## src/rtl/agc_frame_sel_controller.sv

```systemverilog
// agc_frame_sel_controller
//   Per-frame sequencer for the AGC VH/VL gain-table select. Counts bright
//   pixels over a frame, classifies the count against ten fractional
//   thresholds (one compare per cycle), then applies hysteresis and a
//   one-step rate limit before updating the LUT select.
// Ports:
//   clk, rst_n          clock, asynchronous active-low reset
//   frame_start         single-cycle pulse on the first cycle of a frame
//   frame_end           single-cycle pulse on the last cycle of a frame
//   pix_valid, pix_data pixel qualifier and luminance sample
//   bright_th           brightness threshold (pix_data >= bright_th is bright)
//   sel                 LUT select, 0..10
//   sel_valid           one-cycle pulse after each classified frame
//   busy                high while classifying / updating
//   overflow            sticky pixel-counter saturation flag for the frame
//   frame_drop          one-cycle pulse when a frame_start is discarded
module agc_frame_sel_controller #(
  parameter int unsigned BIT_WIDTH   = 21,
  parameter int unsigned PIX_W       = 8,
  parameter int unsigned TOTAL_PIX   = 2073600,
  parameter int unsigned HYST_FRAMES = 2
) (
  input  logic             clk,
  input  logic             rst_n,
  input  logic             frame_start,
  input  logic             frame_end,
  input  logic             pix_valid,
  input  logic [PIX_W-1:0] pix_data,
  input  logic [PIX_W-1:0] bright_th,
  output logic [3:0]       sel,
  output logic             sel_valid,
  output logic             busy,
  output logic             overflow,
  output logic             frame_drop
);

  localparam logic [1:0] ST_IDLE     = 2'd0;
  localparam logic [1:0] ST_ACCUM    = 2'd1;
  localparam logic [1:0] ST_CLASSIFY = 2'd2;
  localparam logic [1:0] ST_UPDATE   = 2'd3;

  localparam logic [1:0] DIR_NONE = 2'd0;
  localparam logic [1:0] DIR_UP   = 2'd1;
  localparam logic [1:0] DIR_DOWN = 2'd2;

  localparam logic [3:0] LAST_IDX = 4'd9;
  localparam logic [3:0] SEL_MAX  = 4'd10;
  localparam logic [3:0] HYST_N   = 4'(HYST_FRAMES);
  localparam logic [BIT_WIDTH-1:0] CNT_MAX = {BIT_WIDTH{1'b1}};

  // Thresholds floor(TOTAL_PIX*P/100), computed wide to avoid overflow
  localparam logic [63:0] TOT = 64'(TOTAL_PIX);
  localparam logic [63:0] TH0 = TOT * 64'd25 / 64'd100;
  localparam logic [63:0] TH1 = TOT * 64'd27 / 64'd100;
  localparam logic [63:0] TH2 = TOT * 64'd31 / 64'd100;
  localparam logic [63:0] TH3 = TOT * 64'd39 / 64'd100;
  localparam logic [63:0] TH4 = TOT * 64'd47 / 64'd100;
  localparam logic [63:0] TH5 = TOT * 64'd53 / 64'd100;
  localparam logic [63:0] TH6 = TOT * 64'd58 / 64'd100;
  localparam logic [63:0] TH7 = TOT * 64'd69 / 64'd100;
  localparam logic [63:0] TH8 = TOT * 64'd78 / 64'd100;
  localparam logic [63:0] TH9 = TOT * 64'd94 / 64'd100;

  logic [1:0]           state_q, state_d;
  logic [BIT_WIDTH-1:0] cnt_q, cnt_d;
  logic                 ovf_q, ovf_d;
  logic [3:0]           idx_q, idx_d;
  logic [3:0]           raw_q, raw_d;
  logic [3:0]           hcnt_q, hcnt_d;
  logic [1:0]           dir_q, dir_d;
  logic [3:0]           sel_q, sel_d;
  logic                 sel_valid_q, sel_valid_d;
  logic                 busy_q, busy_d;
  logic                 drop_q, drop_d;

  logic                 bright_c;
  logic [63:0]          th_c;
  logic [BIT_WIDTH-1:0] cnt_inc_c;
  logic                 ovf_inc_c;
  logic [3:0]           hcnt_nxt_c;

  assign bright_c = pix_valid && (pix_data >= bright_th);

  // Threshold for the current compare index
  always_comb begin
    th_c = TH9;
    case (idx_q)
      4'd0:    th_c = TH0;
      4'd1:    th_c = TH1;
      4'd2:    th_c = TH2;
      4'd3:    th_c = TH3;
      4'd4:    th_c = TH4;
      4'd5:    th_c = TH5;
      4'd6:    th_c = TH6;
      4'd7:    th_c = TH7;
      4'd8:    th_c = TH8;
      default: th_c = TH9;
    endcase
  end

  // Saturating count step; a blocked increment flags overflow
  always_comb begin
    cnt_inc_c = cnt_q;
    ovf_inc_c = ovf_q;
    if (bright_c) begin
      if (cnt_q == CNT_MAX) ovf_inc_c = 1'b1;
      else                  cnt_inc_c = cnt_q + BIT_WIDTH'(1);
    end
  end

  // Next-state and output logic
  always_comb begin
    state_d     = state_q;
    cnt_d       = cnt_q;
    ovf_d       = ovf_q;
    idx_d       = idx_q;
    raw_d       = raw_q;
    hcnt_d      = hcnt_q;
    dir_d       = dir_q;
    sel_d       = sel_q;
    sel_valid_d = 1'b0;
    drop_d      = 1'b0;
    hcnt_nxt_c  = 4'd0;

    case (state_q)
      ST_IDLE: begin
        if (frame_start) begin
          state_d = ST_ACCUM;
          cnt_d   = BIT_WIDTH'(bright_c);
          ovf_d   = 1'b0;
        end
      end

      ST_ACCUM: begin
        if (frame_end) begin
          // frame_end wins over a coincident frame_start
          cnt_d   = cnt_inc_c;
          ovf_d   = ovf_inc_c;
          state_d = ST_CLASSIFY;
          idx_d   = 4'd0;
          raw_d   = 4'd0;
          drop_d  = frame_start;
        end else if (frame_start) begin
          // abandon the partial frame and restart counting
          cnt_d = BIT_WIDTH'(bright_c);
          ovf_d = 1'b0;
        end else begin
          cnt_d = cnt_inc_c;
          ovf_d = ovf_inc_c;
        end
      end

      ST_CLASSIFY: begin
        drop_d = frame_start;
        if (64'(cnt_q) > th_c) raw_d = raw_q + 4'd1;
        if (idx_q == LAST_IDX) begin
          state_d = ST_UPDATE;
          idx_d   = 4'd0;
        end else begin
          idx_d = idx_q + 4'd1;
        end
      end

      ST_UPDATE: begin
        drop_d      = frame_start;
        sel_valid_d = 1'b1;
        state_d     = ST_IDLE;
        if (raw_q == sel_q) begin
          hcnt_d = 4'd0;
          dir_d  = DIR_NONE;
        end else if (raw_q > sel_q) begin
          hcnt_nxt_c = (dir_q == DIR_UP) ? hcnt_q + 4'd1 : 4'd1;
          dir_d      = DIR_UP;
          if (hcnt_nxt_c == HYST_N) begin
            hcnt_d = 4'd0;
            if (sel_q < SEL_MAX) sel_d = sel_q + 4'd1;
          end else begin
            hcnt_d = hcnt_nxt_c;
          end
        end else begin
          hcnt_nxt_c = (dir_q == DIR_DOWN) ? hcnt_q + 4'd1 : 4'd1;
          dir_d      = DIR_DOWN;
          if (hcnt_nxt_c == HYST_N) begin
            hcnt_d = 4'd0;
            if (sel_q != 4'd0) sel_d = sel_q - 4'd1;
          end else begin
            hcnt_d = hcnt_nxt_c;
          end
        end
      end

      default: state_d = ST_IDLE;
    endcase

    busy_d = (state_d == ST_CLASSIFY) || (state_d == ST_UPDATE);
  end

  // State and output registers
  always_ff @(posedge clk or negedge rst_n) begin
    if (!rst_n) begin
      state_q     <= ST_IDLE;
      cnt_q       <= '0;
      ovf_q       <= 1'b0;
      idx_q       <= 4'd0;
      raw_q       <= 4'd0;
      hcnt_q      <= 4'd0;
      dir_q       <= DIR_NONE;
      sel_q       <= 4'd0;
      sel_valid_q <= 1'b0;
      busy_q      <= 1'b0;
      drop_q      <= 1'b0;
    end else begin
      state_q     <= state_d;
      cnt_q       <= cnt_d;
      ovf_q       <= ovf_d;
      idx_q       <= idx_d;
      raw_q       <= raw_d;
      hcnt_q      <= hcnt_d;
      dir_q       <= dir_d;
      sel_q       <= sel_d;
      sel_valid_q <= sel_valid_d;
      busy_q      <= busy_d;
      drop_q      <= drop_d;
    end
  end

  assign sel        = sel_q;
  assign sel_valid  = sel_valid_q;
  assign busy       = busy_q;
  assign overflow   = ovf_q;
  assign frame_drop = drop_q;

endmodule

```

## config.mk

```make
export PLATFORM = sky130hd
export DESIGN_NAME = agc_frame_sel_controller
export DESIGN_NICKNAME = d
export VERILOG_FILES = /design/src/rtl/agc_frame_sel_controller.sv
export SDC_FILE = /design/constraint.sdc
export NUM_CORES = 1
export LEC_CHECK = 0
export CAP_MARGIN = 10
export CORE_ASPECT_RATIO = 1.5
export CORE_MARGIN = 3
export CORE_UTILIZATION = 25
export CTS_CLUSTER_SIZE = 12
export DETAILED_ROUTE_END_ITERATION = 6
export PLACE_DENSITY_LB_ADDON = 0.15
export SLEW_MARGIN = 10
export SYNTH_ARGS = -nofsm -noshare
export SYNTH_HDL_FRONTEND = slang
export SYNTH_SLANG_ARGS = --single-unit
```

## constraint.sdc

```tcl
create_clock -name clk -period 4.6 [get_ports clk]
set_input_delay 0.69 -clock clk [delete_from_list [all_inputs] [get_ports clk]]
set_output_delay 0.69 -clock clk [all_outputs]
set_load 0.01 [all_outputs]
```

# Word level (Yosys, flattened, before mapping)

Memory sizes are Yosys's and may differ from the RTL's.
Cells that the tools add are included.

Add/sub/neg operators: 6
Order comparisons: 4
Eq/ne operators: 17
Muxes and demuxes: 37
Bitwise gates (word level): 1
Reductions and logical operators: 13

Operator list:

| cell                    | number |
|---|---|
| $mux W21                | 5 |
| $gt A21 B64 Y1          | 1 |
| $mux W4                 | 14 |
| $pmux W21 S2            | 1 |
| $add A21 B1 Y21 const B | 1 |
| $eq A21 B21 Y1 const B  | 1 |
| $add A4 B1 Y4 const B   | 4 |
| $pmux W4 S2             | 2 |
| $eq A2 B2 Y1 const B    | 5 |
| $mux W2                 | 5 |
| $eq A4 B2 Y1 const B    | 2 |
| $ge A8 B8 Y1            | 1 |
| $pmux W2 S4             | 1 |
| $reduce_bool A2 Y1      | 4 |
| $mux W1                 | 7 |
| $ne A2 B2 Y1 const B    | 3 |
| $reduce_and A6 Y1       | 1 |
| $eq A2 B1 Y1 const B    | 2 |
| $eq A4 B4 Y1            | 1 |
| $eq A4 B4 Y1 const B    | 1 |
| $gt A4 B4 Y1            | 1 |
| $lt A4 B4 Y1 const B    | 1 |
| $ne A2 B1 Y1 const B    | 2 |
| $pmux W1 S2             | 2 |
| other kinds (9)         | 10 |

Register bits after elaboration: 45
Memory bits (read-only): 208
Memories: 1

Memory list:

| name             | depth | width | rd ports | clocked after Yosys merged registers in | write ports | line | RTL |
|---|---|---|---|---|---|---|---|
| (name not given) | 16    | 13    | 1        | 0                                       | 0           | 87   | `case (idx_q)` |

# Longest topological paths before layout

Gate-level depths: netlist of run 1.

Word-level depth: 6
Gate-level depth with buffers: 12
Gate-level depth less buffers: 12

# Worst setup path before layout of run 1

No wires, ideal clock.

Kind: reg-to-reg
Start point: register sel_q[2] (netlist: sel[2])
End point: register sel_q[3] (netlist: sel[3])
Data arrival time: 2531 ps
Data required time: 4474 ps
Path slack: 1943 ps
Stages on the path, launching flop included: 12
Path buffers: 0
Clock period less this slack: 2657 ps
Path through: dfrtp_1 inv_1 ha_1 o21ai_0 a21oi_1 o21ai_1 ha_1 a21o_1 a21oi_1 nor4bb_1 o21ai_0 xnor2_1

Word-level cells in the longest chain between the ends: 4
Elaborated cells on any way between the ends: 17
Those cells by class: 2 x add/sub; 2 x order compare; 3 x eq/ne; 5 x mux; 1 x bitwise; 4 x reduce/logical

Ends and longest elaborated chain:

| element                                               | line     | RTL |
|---|---|---|
| start, declared                                       | 71       | `logic [3:0] sel_q, sel_d;` |
| start signal, assigned                                | 220      | `sel_q <= sel_d;` |
| $sub A4 B1 Y4 / $add A4 B1 Y4 (equally long branches) | 185, 176 |  |
| $mux W4, on equally long branches                     | 185, 176 |  |
| $mux W4, on equally long branches                     | 183, 174 |  |
| $mux W4                                               | 171      | `end else if (raw_q > sel_q) begin` |

Parallel ways exist; a longest one is shown, timed or not. The select of a mux whose other input is x is not followed.
A chain may end at the register's enable or synchronous reset.

# Worst setup path after layout of run 1

Start point: register idx_q[0]
End point: register raw_q[3]

Word-level cells in the longest chain between the ends: 4

Ends and longest elaborated chain:

| element                     | line | RTL |
|---|---|---|
| start, declared             | 67   | `logic [3:0] idx_q, idx_d;` |
| start signal, assigned      | 216  | `idx_q <= idx_d;` |
| $mem_v2 Z16 W13             | --   |  |
| $gt A21 B64 Y1              | 155  | `if (64'(cnt_q) > th_c) raw_d = raw_q + 4'd1;` |
| $ne A2 B2 Y1 (no line)      | --   |  |
| $reduce_and A3 Y1 (no line) | --   |  |
| end signal, assigned        | 217  | `raw_q <= raw_d;` |
| end, declared               | 68   | `logic [3:0] raw_q, raw_d;` |

Every way passes these cells.

==> metrics.txt, run 1 <==
syn avg cell area=8.869 um^2; commonest cells after routing, fill and taps aside=dfrtp_1 (44), ha_1 (38), nand2_1 (27), clkdlybuf4s50_1 (27), inv_1 (26); Total Routing Usage GR=12.26%; f_max=about 320 MHz; Final nets=around 460; grt ovf=0; metal1 wirelength=3640 um; Sink Count=44; global-route wire length before repair=between 10000 and 15000 um; Main synth FF type=dfrtp_1; Post CTS Setup Buffer Count=0; setup TNS=0 ns; Async SR Flop Fraction=100.0%; antenna viol nets, final=0; number of diodes=0; dpl ws=approximately 1.4 ns; routed wire length per instance=between 15 and 20 um; I/O Pins=29; period utilization=67.92%; die area=14680 um^2; pin count of the biggest net entering global routing=45; Worst R2R End=raw_q[3]; worst r2r path cells=11; num rows=50; endpoints failing setup=0; First-pass DRT Iterations=4; width of the die=99.93 um; GP Congestion=0.8203; Worst VDD drop=around 130 uV; final wirelength=8540 um; synthesis-stage register bit count=44; synthesized area=3308 um^2; crit path max fanout=10; DR vias/cell=5.186; worst hold path type=reg -> reg; max_cap viols=0; initial antenna violation count=0; post-CTS sizing=0; yosys warns=0; minimum clock period=between 3 and 4 ns; Port Buffers=28; P&R area growth vs syn=17.85%; Max Buffers Root-to-Sink=2; setup ws final=1.476 ns; Worst slew margin=29.49%; Worst-Skew Late Latency=0.29 ns; setup slack, reg-to-reg=between 1 and 1.5 ns; static leakage=1.718 nW; initial core utilization=26.05%; startpoint types=flip-flop; Final Hold Viols=0; cts hold-fix bufs=0; Vias=2868; DR top layer=met4; Worst Min Path Start=overflow; routed length on met3=214 um; Critical R2R Launch=idx_q[0]; Pins Over Slew Limit=0; post-synthesis sequential area ratio=33.28%; cell count after synthesis=roughly 370; Cell variety after synth=55; syn_nets=433; pwr/cell area=424.6 nW/um^2; Worst-Margin Slew=1.058 ns; DP Wirelength=6462 um; most common cell after layout, fill and taps aside=dfrtp_1; Final Skew=~0.0047 ns; number of global-route vias before repair=between 2k and 3k; Hold Path End=overflow; multi-input logic area=2044 um^2; Hold Crit Depth=2; outcome=completed; H-Tree Depth=2; RSZ-0062 raised after global routing=no; CP Capture Type=flip-flop; crit path kind=reg -> reg; core outline area=about 13000 um^2; Num CTS Buffers=5; initial DRC count=approximately 120; number of fillers in the final layout=around 1.3k; DR DRC count=0; CP required=4.77 ns; Clk Tree Root Cell=clkbuf_16; register area=1101 um^2; share of cells above drive strength 1=between 5 and 6%; die height=146.9 um; DR WL met2=between 4000 and 5000 um; crit path DAT=3.30 ns; TritonCTS clock tree=done; clk slew on worst S/H paths=0.06 ns; EDFF count, synth=0
## cells by family after synthesis
kind of cell	Yosys count	share of synthesized area, %
adders and majority gates	39	14.98
DFF	44	33.28
muxes	10	3.177
AOI/OAI and AO/OA	107	21.14
buffers and inverters	39	4.916
and+or+nand+nor	129	21.18
xor gates and xnor gates	5	1.324
## critical path, stage by stage, from the launching register on
cell      delay, ns
dfrtp_1        0.52
inv_1          0.16
ha_1           0.27
nor2b_1        0.17
mux2_2         0.29
ha_1           0.26
and3_1         0.18
nand4_1        0.19
a21o_1         0.22
a211oi_1       0.42
nand4_1        0.18
mux2i_1        0.14
## cell usage after synthesis (2+ instances only)
library cell  instances  area [um^2]
a21o_1                6        45.04
a21oi_1              24        120.1
a22o_1                5        43.79
a31oi_1               9        56.30
a32o_1                2        20.02
a41oi_1               5        43.79
and2_1                5        31.28
and3_1                6        37.54
and4_1                2        17.52
buf_6                 2        22.52
clkbuf_1              9        33.78
dfrtp_1              44         1101
ha_1                 38        475.5
inv_1                26        97.59
mux2_2                4        45.04
mux2i_1               6        60.06
nand2_1              27        101.4
nand2b_1              9        56.30
nand3_1              17        85.08
nand4_1               7        43.79
nor2_1               24        90.09
nor2b_1               5        31.28
nor3_1                8        40.04
nor3b_1               2        15.01
nor4_1                4        25.02
nor4b_1               3        26.28
nor4bb_1              2        20.02
o21ai_0              23        115.1
o21ai_1               3        15.01
o22ai_1               3        18.77
o311ai_0              5        43.79
o31ai_1               9        67.56
o41ai_1               2        17.52
or2_2                 2        12.51
xnor2_1               5        43.79
## layer usage
layer  track usage, %  up-vias
met1            14.37     1361
met3            1.473       14
met4            4.716        0
li1                 -     1436
met2            22.29       57
met5                0        -
## how the worst max path moves through the flow
stage | startpoint | end | cells after the start
floorplan | sel[2] | sel[3] | 11
global placement | bright_th[1] | cnt_q[5] | 9
detailed placement | bright_th[7] | cnt_q[5] | 9
CTS | idx_q[0] | raw_q[3] | 11
global route | idx_q[0] | raw_q[3] | 11
finish | idx_q[0] | raw_q[3] | 11
## stage by stage
stage               area (um^2)  power [mW]  hold slack, ns  instances  utilization, %
global route               3899       1.806          0.5391        553           30.70
global placement           3721       1.225          0.4806        545           29.30
CTS                        3899       1.678          0.5025        553           30.70
detailed placement         3721       1.237          0.4870        545           29.30
finish                     3899       1.655          0.4953        553           30.70
floorplan                  3308       1.013          0.3944        373               -
## registers in the layout, indices dropped and copies added, names as in the netlist, 2 cells and up
signal,flops
dir_q,2
raw_q,4
cnt_q,21
idx_q,4
sel,4
hcnt_q,4
## where the power goes
group          switching [mW]  internal, mW
logic                   0.402         0.301
clock network           0.159         0.272
registers              0.0858         0.435
## cell type report
class / instances / share of cell area, %
inverter: 26 / 2.503
clock inverter: 2 / 0.9949
timing repair buffer: 29 / 7.253
clock buffer: 6 / 3.562
sequential: 44 / 28.24
multi-input combinational: 290 / 52.44
tap: 156 / 5.006
Note: power is estimated with default switching activity, not from simulation.
==> run 2: changes to the inputs <==
- clock period: 4.6 -> 2.85 ns (I/O delays scaled with it)
==> run 2 against run 1 <==
  * Clock power increased by 64%
  * Sequential power increased by 53%
  * Maximum frequency increased by 16%
  * Critical path depth decreased by 1
  * Die area unchanged
  * Final cell count increased by 2.4%
  * Global-route usage increased by 0.11 points
  * First-iteration DRC count decreased by 47%
  * Sequential share of layout area decreased by 0.80 points
  * Critical path type unchanged
  * Largest cell class unchanged
==> metrics.txt, run 2 (synthesis gave the netlist of run 1 again) <==
I/O Pins=29 (unchanged); crit path launch=idx_q[0] (unchanged); pwr/cell area=696.2 nW/um^2 (was 424.6 nW/um^2); Worst-Margin Slew=0.4665 ns (was 1.058 ns); endpoints failing setup=0 (unchanged); die height=146.9 um (unchanged); CP max stage delay=0.34 ns (was 0.52 ns); crit path kind=reg -> reg (unchanged); Pins Over Slew Limit=0 (unchanged); setup TNS=0 ns (unchanged); DR vias/cell=5.152 (was 5.186); Critical-path top delay cell=dfrtp_1 (unchanged); final wirelength=8708 um (was 8540 um); worst hold path type=in -> async (was reg -> reg); minimum clock period=2.692 ns (was 3.124 ns); Sink Count=44 (unchanged); clk slew on worst S/H paths=0.07 ns (was 0.06 ns); max_cap viols=0 (unchanged); Final Hold Viols=0 (unchanged); Worst-Skew Late Latency=0.30 ns (was 0.29 ns); worst-path cell chain=inv_1 > ha_1 > nor2b_1 > mux2_2 > ha_1 > and3_1 > a221o_1 > a41oi_2 > a211oi_2 > mux2_2 (was inv_1 > ha_1 > nor2b_1 > mux2_2 > ha_1 > and3_1 > nand4_1 > a21o_1 > a211oi_1 > nand4_1 > mux2i_1); First-pass DRT Iterations=4 (unchanged); core outline area=12700 um^2 (unchanged); most common cell after layout, fill and taps aside=dfrtp_1 (unchanged); num rows=50 (unchanged); Worst R2R End=raw_q[0] (was raw_q[3]); Final Skew=0.006462 ns (was 0.004720 ns); Max Buffers Root-to-Sink=2 (unchanged); crit path max fanout=4 (was 10); max FFs per register=21 (unchanged); Final nets=469 (was 456); routed wire length per instance=15.39 um (was 15.44 um); f_max=371.5 MHz (was 320.1 MHz); outcome=completed (unchanged); share of cells above drive strength 1=9.024% (was 5.290%); commonest cells after routing, fill and taps aside=dfrtp_1 (44), ha_1 (38), nand2_1 (27), clkdlybuf4s50_1 (27), inv_1 (26) (unchanged); CP required=3.03 ns (was 4.77 ns); global-route wire length before repair=14720 um (was 14620 um); Setup crit end=raw_q[0] (was raw_q[3]); Post CTS Setup Buffer Count=0 (unchanged); pin count of the biggest net entering global routing=28 (was 45); width of the die=99.93 um (unchanged); die area=14680 um^2 (unchanged); Top reg by flops=cnt_q (unchanged); Worst slew margin=68.78% (was 29.49%); GP Congestion=0.8140 (was 0.8203); Vias=2916 (was 2868); Clk Tree Root Cell=clkbuf_16 (unchanged); Critical R2R Launch=idx_q[0] (unchanged); initial core utilization=26.05% (unchanged); Worst VDD drop=260.4 uV (was 127.3 uV); static leakage=1.784 nW (was 1.718 nW); critical path depth in cells=10 (was 11); DP Wirelength=6557 um (was 6462 um); startpoint types=flip-flop (unchanged); grt ovf=0 (unchanged); H-Tree Depth=2 (unchanged); DR DRC count=0 (unchanged); number of diodes=0 (unchanged); initial DRC count=61 (was 115); Placed Instances=558 (was 545); Total Routing Usage GR=12.36% (was 12.26%); worst r2r path cells=10 (was 11); crit path DAT=2.88 ns (was 3.30 ns); WP buf/inv=1 (unchanged); Port Buffers=28 (unchanged); crit-path leading delay family=compound AO/OA/AOI/OAI gates (was simple AND/OR/NAND/NOR gates); Num CTS Buffers=5 (unchanged); final std cells w/o fill=566 (was 553); period utilization=94.45% (was 67.92%); TritonCTS clock tree=done (unchanged); setup slack, reg-to-reg=0.16 ns (was 1.48 ns); P&R area growth vs syn=21.29% (was 17.85%); antenna viol nets, final=0 (unchanged); CP Capture Type=flip-flop (unchanged); initial antenna violation count=0 (unchanged); number of global-route vias before repair=3037 (was 2990)
[run 2: report_power, final]
group | switching (mW) | total [mW] | internal [mW] | leakage, nW
Combinational | 0.727 | 1.29 | 0.560 | 1.09
Clock | 0.269 | 0.708 | 0.440 | 0.0871
Sequential | 0.0960 | 0.798 | 0.702 | 0.605
Total | 1.09 | 2.79 | 1.70 | 1.78
[run 2: per-stage QoR]
stage	cell area [um^2]	utilization (%)	hold WS, ns	worst slack [ns]	total power, mW
finish	4013	31.60	0.05699	0.1582	2.794
global route	4013	31.60	0.08914	-0.03097	3.010
global placement	3819	30.07	0.3972	0.1161	2.070
floorplan	3308	-	0.1319	0.1927	1.635
CTS	3996	31.47	0.07118	0.06406	2.815
detailed placement	3819	30.07	0.3958	0.07777	2.086
[run 2: area by class of cell]
cell class	count	area, um^2
fillers	1341	8687
multi-input cells	290	2061
flip-flops and latches	44	1101
repair buffers	42	380.4
well taps	156	195.2
clock buffers	6	138.9
inverters	26	97.59
clock inverters	2	38.79
[run 2: worst register-to-register path: cells and delay by family, from the launching register on]
family / cells / cell delay, ns
AND/OR/NAND/NOR: 2 / 0.34
buffers and inverters: 1 / 0.08
adder cells (fa/ha/maj): 2 / 0.50
AO/OA/AOI/OAI: 3 / 0.75
flip-flops: 1 / 0.34
multiplexers: 2 / 0.55
[run 2: worst min-delay path by stage]
stage                     startpoint  depth (start not counted)        end  slack (ns)
after floorplan                rst_n                          0       busy        0.13
after global routing           rst_n                          1  hcnt_q[3]        0.09
after detailed placement       rst_n                          1  hcnt_q[3]        0.40
after CTS                      rst_n                          1  hcnt_q[3]        0.07
final                          rst_n                          1  hcnt_q[3]        0.06
after global placement         rst_n                          1  hcnt_q[3]        0.40
[run 2: per-layer routing]
metal | vias to the layer above | GRT usage (%) | routed length (um)
li1 | 1460 | - | -
met1 | 1390 | 14.78 | 3826
met2 | 46 | 21.32 | 4397
met3 | 20 | 1.568 | 198
met4 | 0 | 6.357 | 286
met5 | - | 0 | 0
[run 2: what timing repair did]
item / in CTS / in global routing
hold buffers: 0 / 0
endpoints found under the setup margin: 0 / 5
gates resized for setup: 0 / 4
